## src/rtl/pipe_ctrl.sv

```systemverilog
// Pipeline control unit: per-stage enables/flushes from stall, branch and memory-busy requests.
// Optional performance counters are built when PIPE_PERF_CNT_EN is defined.
module pipe_ctrl #(
  parameter int STALL_TIMEOUT = 16,
  parameter int CNT_W         = 32
) (
  input  logic             i_clk,
  input  logic             i_rstn,
  input  logic             i_stall_req,
  input  logic             i_branch_taken,
  input  logic             i_mem_busy,
  output logic             o_pc_en,
  output logic             o_fd_en,
  output logic             o_de_en,
  output logic             o_em_en,
  output logic             o_mw_en,
  output logic             o_fd_flush,
  output logic             o_de_flush,
  output logic [1:0]       o_mode,
  output logic             o_haz_err
`ifdef PIPE_PERF_CNT_EN
  ,
  output logic [CNT_W-1:0] o_stall_cycles,
  output logic [CNT_W-1:0] o_flush_count,
  output logic [CNT_W-1:0] o_freeze_cycles
`endif
);

  typedef enum logic [1:0] {
    A_RUN    = 2'd0,
    A_HAZARD = 2'd1,
    A_FLUSH  = 2'd2,
    A_FREEZE = 2'd3
  } action_t;

  localparam logic [7:0] TIMEOUT8 = 8'(STALL_TIMEOUT);

  action_t    r_mode;
  action_t    w_action;
  logic       r_br_pend;
  logic [7:0] r_hcnt;
  logic [7:0] w_hcnt_inc;
  logic       r_haz_err;

  always_comb begin
    w_action   = A_RUN;
    o_pc_en    = 1'b1;
    o_fd_en    = 1'b1;
    o_de_en    = 1'b1;
    o_em_en    = 1'b1;
    o_mw_en    = 1'b1;
    o_fd_flush = 1'b0;
    o_de_flush = 1'b0;
    if (i_mem_busy)
      w_action = A_FREEZE;
    else if (i_branch_taken || r_br_pend)
      w_action = A_FLUSH;
    else if (i_stall_req)
      w_action = A_HAZARD;
    case (w_action)
      A_FREEZE: begin
        o_pc_en = 1'b0;
        o_fd_en = 1'b0;
        o_de_en = 1'b0;
        o_em_en = 1'b0;
        o_mw_en = 1'b0;
      end
      A_FLUSH: begin
        o_fd_flush = 1'b1;
        o_de_flush = 1'b1;
      end
      A_HAZARD: begin
        o_pc_en    = 1'b0;
        o_fd_en    = 1'b0;
        o_de_flush = 1'b1;
      end
      default: ;
    endcase
    // Reset overrides everything: hold all registers and force bubbles.
    if (!i_rstn) begin
      o_pc_en    = 1'b0;
      o_fd_en    = 1'b0;
      o_de_en    = 1'b0;
      o_em_en    = 1'b0;
      o_mw_en    = 1'b0;
      o_fd_flush = 1'b1;
      o_de_flush = 1'b1;
    end
  end

  assign w_hcnt_inc = (r_hcnt == 8'hFF) ? r_hcnt : r_hcnt + 8'd1;

  always_ff @(posedge i_clk or negedge i_rstn) begin
    if (!i_rstn) begin
      r_mode    <= A_RUN;
      r_br_pend <= 1'b0;
      r_hcnt    <= 8'd0;
      r_haz_err <= 1'b0;
    end else begin
      r_mode <= w_action;
      if (w_action == A_FREEZE && i_branch_taken)
        r_br_pend <= 1'b1;
      else if (w_action == A_FLUSH)
        r_br_pend <= 1'b0;
      // Freeze cycles hold the watchdog so a memory stall does not mask a livelock.
      case (w_action)
        A_HAZARD: begin
          r_hcnt <= w_hcnt_inc;
          if (w_hcnt_inc >= TIMEOUT8)
            r_haz_err <= 1'b1;
        end
        A_FREEZE: r_hcnt <= r_hcnt;
        default:  r_hcnt <= 8'd0;
      endcase
    end
  end

  assign o_mode    = r_mode;
  assign o_haz_err = r_haz_err;

`ifdef PIPE_PERF_CNT_EN
  localparam logic [CNT_W-1:0] CNT_MAX = {CNT_W{1'b1}};

  logic [CNT_W-1:0] r_stall_cycles;
  logic [CNT_W-1:0] r_flush_count;
  logic [CNT_W-1:0] r_freeze_cycles;

  always_ff @(posedge i_clk or negedge i_rstn) begin
    if (!i_rstn) begin
      r_stall_cycles  <= '0;
      r_flush_count   <= '0;
      r_freeze_cycles <= '0;
    end else begin
      if (w_action == A_HAZARD && r_stall_cycles != CNT_MAX)
        r_stall_cycles <= r_stall_cycles + 1'b1;
      if (w_action == A_FLUSH && r_flush_count != CNT_MAX)
        r_flush_count <= r_flush_count + 1'b1;
      if (w_action == A_FREEZE && r_freeze_cycles != CNT_MAX)
        r_freeze_cycles <= r_freeze_cycles + 1'b1;
    end
  end

  assign o_stall_cycles  = r_stall_cycles;
  assign o_flush_count   = r_flush_count;
  assign o_freeze_cycles = r_freeze_cycles;
`endif

endmodule

```

## config.mk

```make
export PLATFORM = sky130hd
export DESIGN_NAME = pipe_ctrl
export DESIGN_NICKNAME = d
export VERILOG_FILES = /design/src/rtl/pipe_ctrl.sv
export SDC_FILE = /design/constraint.sdc
export NUM_CORES = 1
export LEC_CHECK = 0
export ABC_CLOCK_PERIOD_IN_PS = 2100
export BUFFER_PORTS_ARGS = -buffer_cell sky130_fd_sc_hd__buf_2
export CORE_MARGIN = 1
export CORE_UTILIZATION = 33
export DETAILED_ROUTE_END_ITERATION = 16
export PLACE_DENSITY = 0.55
export REMOVE_ABC_BUFFERS = 1
export SLEW_MARGIN = 20
export SYNTH_ARGS = -nofsm -noshare
export SYNTH_HDL_FRONTEND = slang
export SYNTH_SLANG_ARGS = --single-unit
```

## constraint.sdc

```tcl
create_clock -name i_clk -period 2.1 [get_ports i_clk]
set_input_delay 0.105 -clock i_clk [delete_from_list [all_inputs] [get_ports i_clk]]
set_output_delay 0.105 -clock i_clk [all_outputs]
set_load 0.02 [all_outputs]
```

==> results.rst, run 1 <==
.. list-table::
   :header-rows: 1

   * - Metric
     - Value
   * - Outcome
     - complete, no violations
   * - Design internal power
     - 0.335 mW
   * - Clock insertion delay at the later pin of the skew report
     - 270 ps
   * - Path class of the lowest-slack min-delay path
     - in2reg
   * - Clock buffer depth
     - 2
   * - Leading cell type in the layout, fill and taps excluded
     - sky130_fd_sc_hd__buf_2
   * - Number of DRC violations after detailed routing
     - 0
   * - Count of flip-flops with a built-in enable after synthesis
     - 0
   * - Number of H-tree levels
     - 1
   * - Arr. time, crit path
     - 1740 ps
   * - Filler-free cell count of the finished design
     - 119
   * - Largest clock skew in the final design
     - 1.15 ps
   * - Max rail drop VDD
     - 0.000260 V
   * - Headroom to the max-slew limit
     - approximately three quarters
   * - Router iterations before antenna repair
     - 2
   * - Most used cells in the layout excluding fill and tap cells
     - sky130_fd_sc_hd__buf_2, sky130_fd_sc_hd__dfrtp_1, sky130_fd_sc_hd__inv_1, sky130_fd_sc_hd__nand2_1
   * - Global-route wire length before repair
     - 2.51 mm
   * - Layout cell share with drive strength beyond 1
     - 22.8%
   * - Number of global-route vias before repair
     - 547
   * - Die width
     - 49.7 um
   * - Number of instances in the placed design
     - 115
   * - Std-Cell Rows
     - 16
   * - Path type of the worst setup path
     - reg2out
   * - Share of synthesized flip-flops with an asynchronous set or reset
     - 100%
   * - Peak fanout along the critical path
     - 8
   * - Top-level port count
     - 15
   * - RSZ-0062 raised after global routing
     - no
   * - Post-synthesis instance total
     - 81
   * - Least setup slack across all paths after layout
     - 259 ps
   * - Required time of the critical path
     - approximately 2000 ps
   * - Resize count post-CTS
     - 0
   * - Critical register-to-register path startpoint
     - r_br_pend$_DFFE_PN0P_
   * - Detailed-route via count
     - 624
   * - Portion of the post-synthesis area used by sequential elements
     - between 40% and 50%
   * - Mean Syn Cell Area
     - 9.27 sq um
   * - Number of fill cells in the layout
     - 228
   * - Number of sinks handled by clock tree synthesis
     - 12
   * - Max-cap check violation count
     - 0
   * - Root buffer cell
     - sky130_fd_sc_hd__clkbuf_4
   * - Clock period minus final worst setup slack
     - roughly 1800 ps
   * - Fin Setup TNS
     - 0 ps
   * - Flip-flop cell with the highest count after synthesis
     - sky130_fd_sc_hd__dfrtp_1
   * - Kind of capture point of the worst setup path
     - output pin
   * - Synth top area cells
     - sky130_fd_sc_hd__dfrtp_1, sky130_fd_sc_hd__ha_1, sky130_fd_sc_hd__inv_1
   * - Die Footprint
     - 0.00247 sq mm
   * - PortBufs
     - 14
   * - Die Height
     - 49.7 um
   * - Sw frac
     - 28.7%
   * - Iter 0 DRT Violations
     - 10
   * - Number of synthesis warnings
     - 0
   * - Hpwl dp
     - between 1 and 1.5 mm
   * - Count of nets after finishing
     - 103
   * - TritonCTS clock tree
     - built
   * - Count of pins over their slew limit
     - 0
   * - Total global-route track usage
     - ~14%
   * - Setup slack after placement
     - 287 ps
   * - Net load switching power
     - 0.135 mW
   * - Proportion of netlist area held by the largest area contributor
     - 40.0%
   * - Largest net degree at the start of global routing
     - 17
   * - Area of the placeable core
     - 0.00204 sq mm
   * - Setup violation total in the final timing report
     - 0
   * - Worst Setup Start Kind
     - flip-flop
   * - Power density of the placed cells
     - 559 mW/mm^2
   * - Crit share post-route
     - between 80 and 90%
   * - Global placement routability congestion
     - 0.845
   * - Wirelength per Cell
     - 12.6 um
   * - Growth of design area from synthesis to finish
     - 12.2%
   * - Number of antenna violations at the first check in global routing
     - 0
   * - Ant. Diodes
     - 0
   * - Initial Utilization
     - between 30% and 40%
   * - Static leakage power
     - 0.385 nW
   * - Cell area after technology mapping
     - 751 sq um
   * - Highest clock rate
     - around 540 MHz
   * - Worst-path clk slew
     - 70 ps
   * - Power share of the clock group
     - between 20 and 30%
   * - Average vias per placed instance
     - between 5 and 6
   * - Actual transition at the worst max-transition pin
     - 372 ps
   * - Sequential fraction of design power
     - between 50% and 60%
   * - Critical Path Source
     - r_br_pend$_DFFE_PN0P_
   * - Total wire length
     - 1.50 mm
   * - Post-CTS Setup Repair Bufs
     - 0
   * - Count of different cell masters after synthesis
     - 36
   * - CTS Buf Count
     - 3
   * - Worst hold path startpoint
     - i_branch_taken
   * - Portion of total power attributed to combinational logic
     - 18.3%
   * - Post-route antenna net violation count
     - 0
   * - Final hold viol count
     - 0
   * - Number of synthesized register bits
     - 12
   * - Cell taking the most area after synthesis
     - sky130_fd_sc_hd__dfrtp_1
   * - Grt ovf
     - 0
## cells in the mapped netlist, types with 2 or more instances
cell / instances
sky130_fd_sc_hd__a21oi_1: 4
sky130_fd_sc_hd__a31oi_1: 3
sky130_fd_sc_hd__buf_2: 3
sky130_fd_sc_hd__buf_4: 3
sky130_fd_sc_hd__dfrtp_1: 12
sky130_fd_sc_hd__ha_1: 4
sky130_fd_sc_hd__inv_1: 7
sky130_fd_sc_hd__nand2_1: 6
sky130_fd_sc_hd__nand2b_1: 2
sky130_fd_sc_hd__nand3_1: 2
sky130_fd_sc_hd__nand4_1: 3
sky130_fd_sc_hd__nor2_1: 4
sky130_fd_sc_hd__nor2b_1: 2
sky130_fd_sc_hd__o21ai_0: 2
sky130_fd_sc_hd__o22ai_1: 2
sky130_fd_sc_hd__or3_1: 2
## kinds of logic (layout without fill, tap and decap cells)
kind of cell    Yosys count  after routing  share of synthesized area, %
simple gates             27             27                          20.3
compound gates           22             22                          20.5
buf+inv                  15             26                          10.5
flops                    12             12                          40.0
fa+ha+maj                 4              4                          6.67
mux                       1              1                          2.00
## power by group through the flow
stage / clock network (mW) / registers [mW] / logic [mW]
6_report: 0.140 / 0.244 / 0.0862
4_1_cts: 0.147 / 0.244 / 0.0873
3_5_place_dp: 0 / 0.249 / 0.0855
3_3_place_gp: 0 / 0.249 / 0.0857
2_1_floorplan: 0 / 0.251 / 0.0489
5_1_grt: 0.163 / 0.245 / 0.0956
## final timing paths
path / cells past startpoint / endpoint / slack (ps)
min in group asynchronous: 2 / r_hcnt[3]$_DFFE_PN0P_ / 260
max reg2reg: 7 / r_hcnt[5]$_DFFE_PN0P_ / 280
max: 6 / o_mw_en / 260
min reg2reg: 2 / r_br_pend$_DFFE_PN0P_ / 550
max in group asynchronous: 2 / r_hcnt[7]$_DFFE_PN0P_ / 1590
min: 3 / r_br_pend$_DFFE_PN0P_ / 80
## worst max-delay path: stages, from the launching register on
cell	delay (ps)
sky130_fd_sc_hd__dfrtp_1	360
sky130_fd_sc_hd__nor2_1	50
sky130_fd_sc_hd__a21oi_1	240
sky130_fd_sc_hd__inv_1	120
sky130_fd_sc_hd__ha_1	310
sky130_fd_sc_hd__nor2b_1	190
sky130_fd_sc_hd__buf_2	190
## layout make-up
class / count / area [sq um] / area share [%]
flip-flops and latches: 12 / 300 / 35.7
multi-input cells: 54 / 372 / 44.1
repair buffers: 16 / 87.6 / 10.4
clock buffers: 3 / 22.5 / 2.67
well taps: 27 / 33.8 / 4.01
inverters: 7 / 26.3 / 3.12
## through the flow
stage	power [mW]	instance area, sq um	util (%)	hold slack [ps]
finish	0.470	842	41.2	80.9
global route	0.504	842	41.2	91.7
CTS	0.478	842	41.2	79.8
detailed placement	0.334	810	39.6	27.0
global placement	0.334	810	39.6	27.6
floorplan	0.300	698	-	-191
## registers in the layout (all words and copies together) (netlist names)
signal	count
r_br_pend	1
r_hcnt	8
o_mode	2
o_haz_err	1
## routing by layer
| metal | global-route usage (%) | up-vias | routed length [um] |
|---|---|---|---|
| li1 | - | 316 | - |
| met1 | 19.7 | 297 | 773 |
| met2 | 19.4 | 8 | 672 |
| met3 | 3.70 | 3 | 41 |
| met4 | 7.14 | 0 | 14 |
| met5 | 0 | - | 0 |
## what timing repair did
| action | in CTS | in global routing |
|---|---|---|
| hold buffers | 1 | 0 |
| setup endpoints to repair | 0 | 0 |
| endpoints found under the hold margin | 12 | 0 |
No activity file was read; power rests on OpenSTA's default activity.
==> run 2, diff against run 1 <==
--- a/config.mk
+++ b/config.mk
@@ -7,6 +7,7 @@
 export LEC_CHECK = 0
 export ABC_CLOCK_PERIOD_IN_PS = 2100
 export BUFFER_PORTS_ARGS = -buffer_cell sky130_fd_sc_hd__buf_2
+export CORE_ASPECT_RATIO = 1.4
 export CORE_MARGIN = 1
 export CORE_UTILIZATION = 33
 export DETAILED_ROUTE_END_ITERATION = 16
==> results.rst, run 2 (synthesis gave the netlist of run 1 again) <==
.. list-table::
   :header-rows: 1

   * - Metric
     - Value
   * - Peak fanout along the critical path
     - 8
   * - Crit share post-route
     - 87.0%
   * - Actual transition at the worst max-transition pin
     - between 300 and 400 ps
   * - Hpwl dp
     - 1.09 mm
   * - Worst Reg-to-Reg Cells
     - 5
   * - Die Height
     - 58.4 um
   * - Headroom to the max-slew limit
     - 75.5%
   * - Router iterations before antenna repair
     - 4
   * - PortBufs
     - 14
   * - Static leakage power
     - 0.393 nW
   * - Clock period minus final worst setup slack
     - 1830 ps
   * - Setup slack after placement
     - 327 ps
   * - CTS Buf Count
     - 3
   * - Number of instances in the placed design
     - 110
   * - Largest clock skew in the final design
     - 1.35 ps
   * - Global placement routability congestion
     - 0.820
   * - Required time of the critical path
     - ~2000 ps
   * - Highest clock rate
     - 548 MHz
   * - Ant. Diodes
     - 0
   * - Global-route wire length before repair
     - 2.42 mm
   * - Total wire length
     - 1.51 mm
   * - Number of sinks handled by clock tree synthesis
     - 12
   * - Clock insertion delay at the later pin of the skew report
     - between 200 and 300 ps
   * - Largest net degree at the start of global routing
     - 17
   * - Register cell area after layout
     - 300 sq um
   * - Worst Setup Start Kind
     - flip-flop
   * - Leading cell type in the layout, fill and taps excluded
     - sky130_fd_sc_hd__buf_2
   * - Clock buffer depth
     - 2
   * - Growth of design area from synthesis to finish
     - 13.2%
   * - Total global-route track usage
     - a little over an eighth
   * - Post-route antenna net violation count
     - 0
   * - Wirelength per Cell
     - ~13 um
   * - Arr. time, crit path
     - 1720 ps
   * - Iter 0 DRT Violations
     - 5
   * - Top-level port count
     - 15
   * - Reg2Reg Capture Point
     - r_hcnt[5]$_DFFE_PN0P_
   * - Average vias per placed instance
     - about 5.5
   * - Critical path's slowest cell
     - sky130_fd_sc_hd__dfrtp_1
   * - Setup violation total in the final timing report
     - 0
   * - End point of the worst hold path
     - r_br_pend$_DFFE_PN0P_
   * - Worst-path clk slew
     - 80 ps
   * - TritonCTS clock tree
     - built
   * - Area of the placeable core
     - 0.00215 sq mm
   * - Fin Setup TNS
     - 0 ps
   * - Path class of the lowest-slack min-delay path
     - in2reg
   * - Critical register-to-register path startpoint
     - r_br_pend$_DFFE_PN0P_
   * - Most used cells in the layout excluding fill and tap cells
     - sky130_fd_sc_hd__buf_2, sky130_fd_sc_hd__dfrtp_1, sky130_fd_sc_hd__inv_1, sky130_fd_sc_hd__nand2_1
   * - Layout cell share with drive strength beyond 1
     - around a quarter
   * - Initial Utilization
     - a little over a third
   * - Least setup slack across all paths after layout
     - 274 ps
   * - Count of pins over their slew limit
     - 0
   * - Max rail drop VDD
     - 0.000243 V
   * - Post-placement cell area
     - roughly 800 sq um
   * - Number of cells traversed by the worst hold path
     - 3
   * - Number of global-route vias before repair
     - 559
   * - Count of nets after finishing
     - 103
   * - Filler-free cell count of the finished design
     - 115
   * - Sequence of cells on the critical path
     - or3_1 -> ha_1 -> nor2b_1 -> buf_2
   * - Final hold viol count
     - 0
   * - Kind of capture point of the worst setup path
     - output pin
   * - Die width
     - 42.3 um
   * - Largest register FFs
     - 8
   * - Final design area excluding fillers
     - between 800 and 900 sq um
   * - Detailed-route via count
     - between 600 and 700
   * - Multi-input gate area
     - between 300 and 400 sq um
   * - Path type of the worst setup path
     - reg2out
   * - Number of antenna violations at the first check in global routing
     - 0
   * - Grt ovf
     - 0
   * - Worst hold path startpoint
     - i_branch_taken
   * - Number of fill cells in the layout
     - 214
   * - Max-cap check violation count
     - 0
   * - Delay of the slowest critical-path stage
     - roughly 400 ps
   * - Outcome
     - complete, no violations
   * - Power density of the placed cells
     - ~620 mW/mm^2
   * - Root buffer cell
     - sky130_fd_sc_hd__clkbuf_4
   * - Std-Cell Rows
     - 20
   * - Setup slack of the most critical reg-to-reg path
     - 300 ps
   * - RSZ-0062 raised after global routing
     - no
   * - Number of H-tree levels
     - 1
   * - Die Footprint
     - about 0.0025 sq mm
   * - Number of DRC violations after detailed routing
     - 0
   * - Register containing the most flip-flops in the final layout
     - r_hcnt
-- run 2: critical path, delay by kind of cell (launching register included) --
| family | cells | cell delay (ps) |
|---|---|---|
| AND/OR/NAND/NOR | 2 | 550 |
| flip-flops | 1 | 400 |
| adder cells (fa/ha/maj) | 1 | 290 |
| buffers and inverters | 1 | 190 |
-- run 2: timing repair --
action / in CTS / in global routing
gates resized for setup: 0 / 0
hold buffers: 1 / 0
buffers inserted: 0 / 0
endpoints found under the hold margin: 12 / 0
-- run 2: where the power goes --
group | internal [mW] | leakage, nW | total (mW) | switching (mW)
clock network | 0.106 | 0.0210 | 0.193 | 0.0870
logic | 0.0307 | 0.213 | 0.0851 | 0.0545
registers | 0.239 | 0.158 | 0.245 | 0.00629
-- run 2: area by class of cell --
type,count,area share [%]
Clock buffer,4,4.27
Timing Repair Buffer,16,10.3
Tap cell,22,3.24
Multi-Input combinational cell,54,43.7
Inverter,7,3.09
Sequential cell,12,35.3
-- run 2: worst max-delay path by stage --
stage	end	cells past startpoint	from	slack [ps]
floorplan	o_de_en	3	r_br_pend$_DFFE_PN0P_	100
global placement	r_hcnt[5]$_DFFE_PN0P_	7	r_br_pend$_DFFE_PN0P_	360
detailed placement	r_hcnt[5]$_DFFE_PN0P_	5	r_br_pend$_DFFE_PN0P_	330
CTS	o_de_en	4	r_br_pend$_DFFE_PN0P_	250
global route	o_em_en	6	r_br_pend$_DFFE_PN0P_	140
finish	o_de_en	4	r_br_pend$_DFFE_PN0P_	270
-- run 2: metrics by stage --
stage                     hold WS (ps)  util, %  total power [mW]
after floorplan                   -191        -             0.300
after global placement            27.1     37.3             0.334
after detailed placement          24.5     37.3             0.333
after CTS                         52.8     39.5             0.526
after global routing              63.4     39.5             0.545
final                             57.4     39.5             0.523
-- run 2: per-layer routing --
layer	up-vias	routed length, um	track usage [%]
met2	21	707	22.0
met4	0	47	10.7
li1	318	-	-
met3	5	67	2.76
met1	294	683	14.8
met5	-	0	0
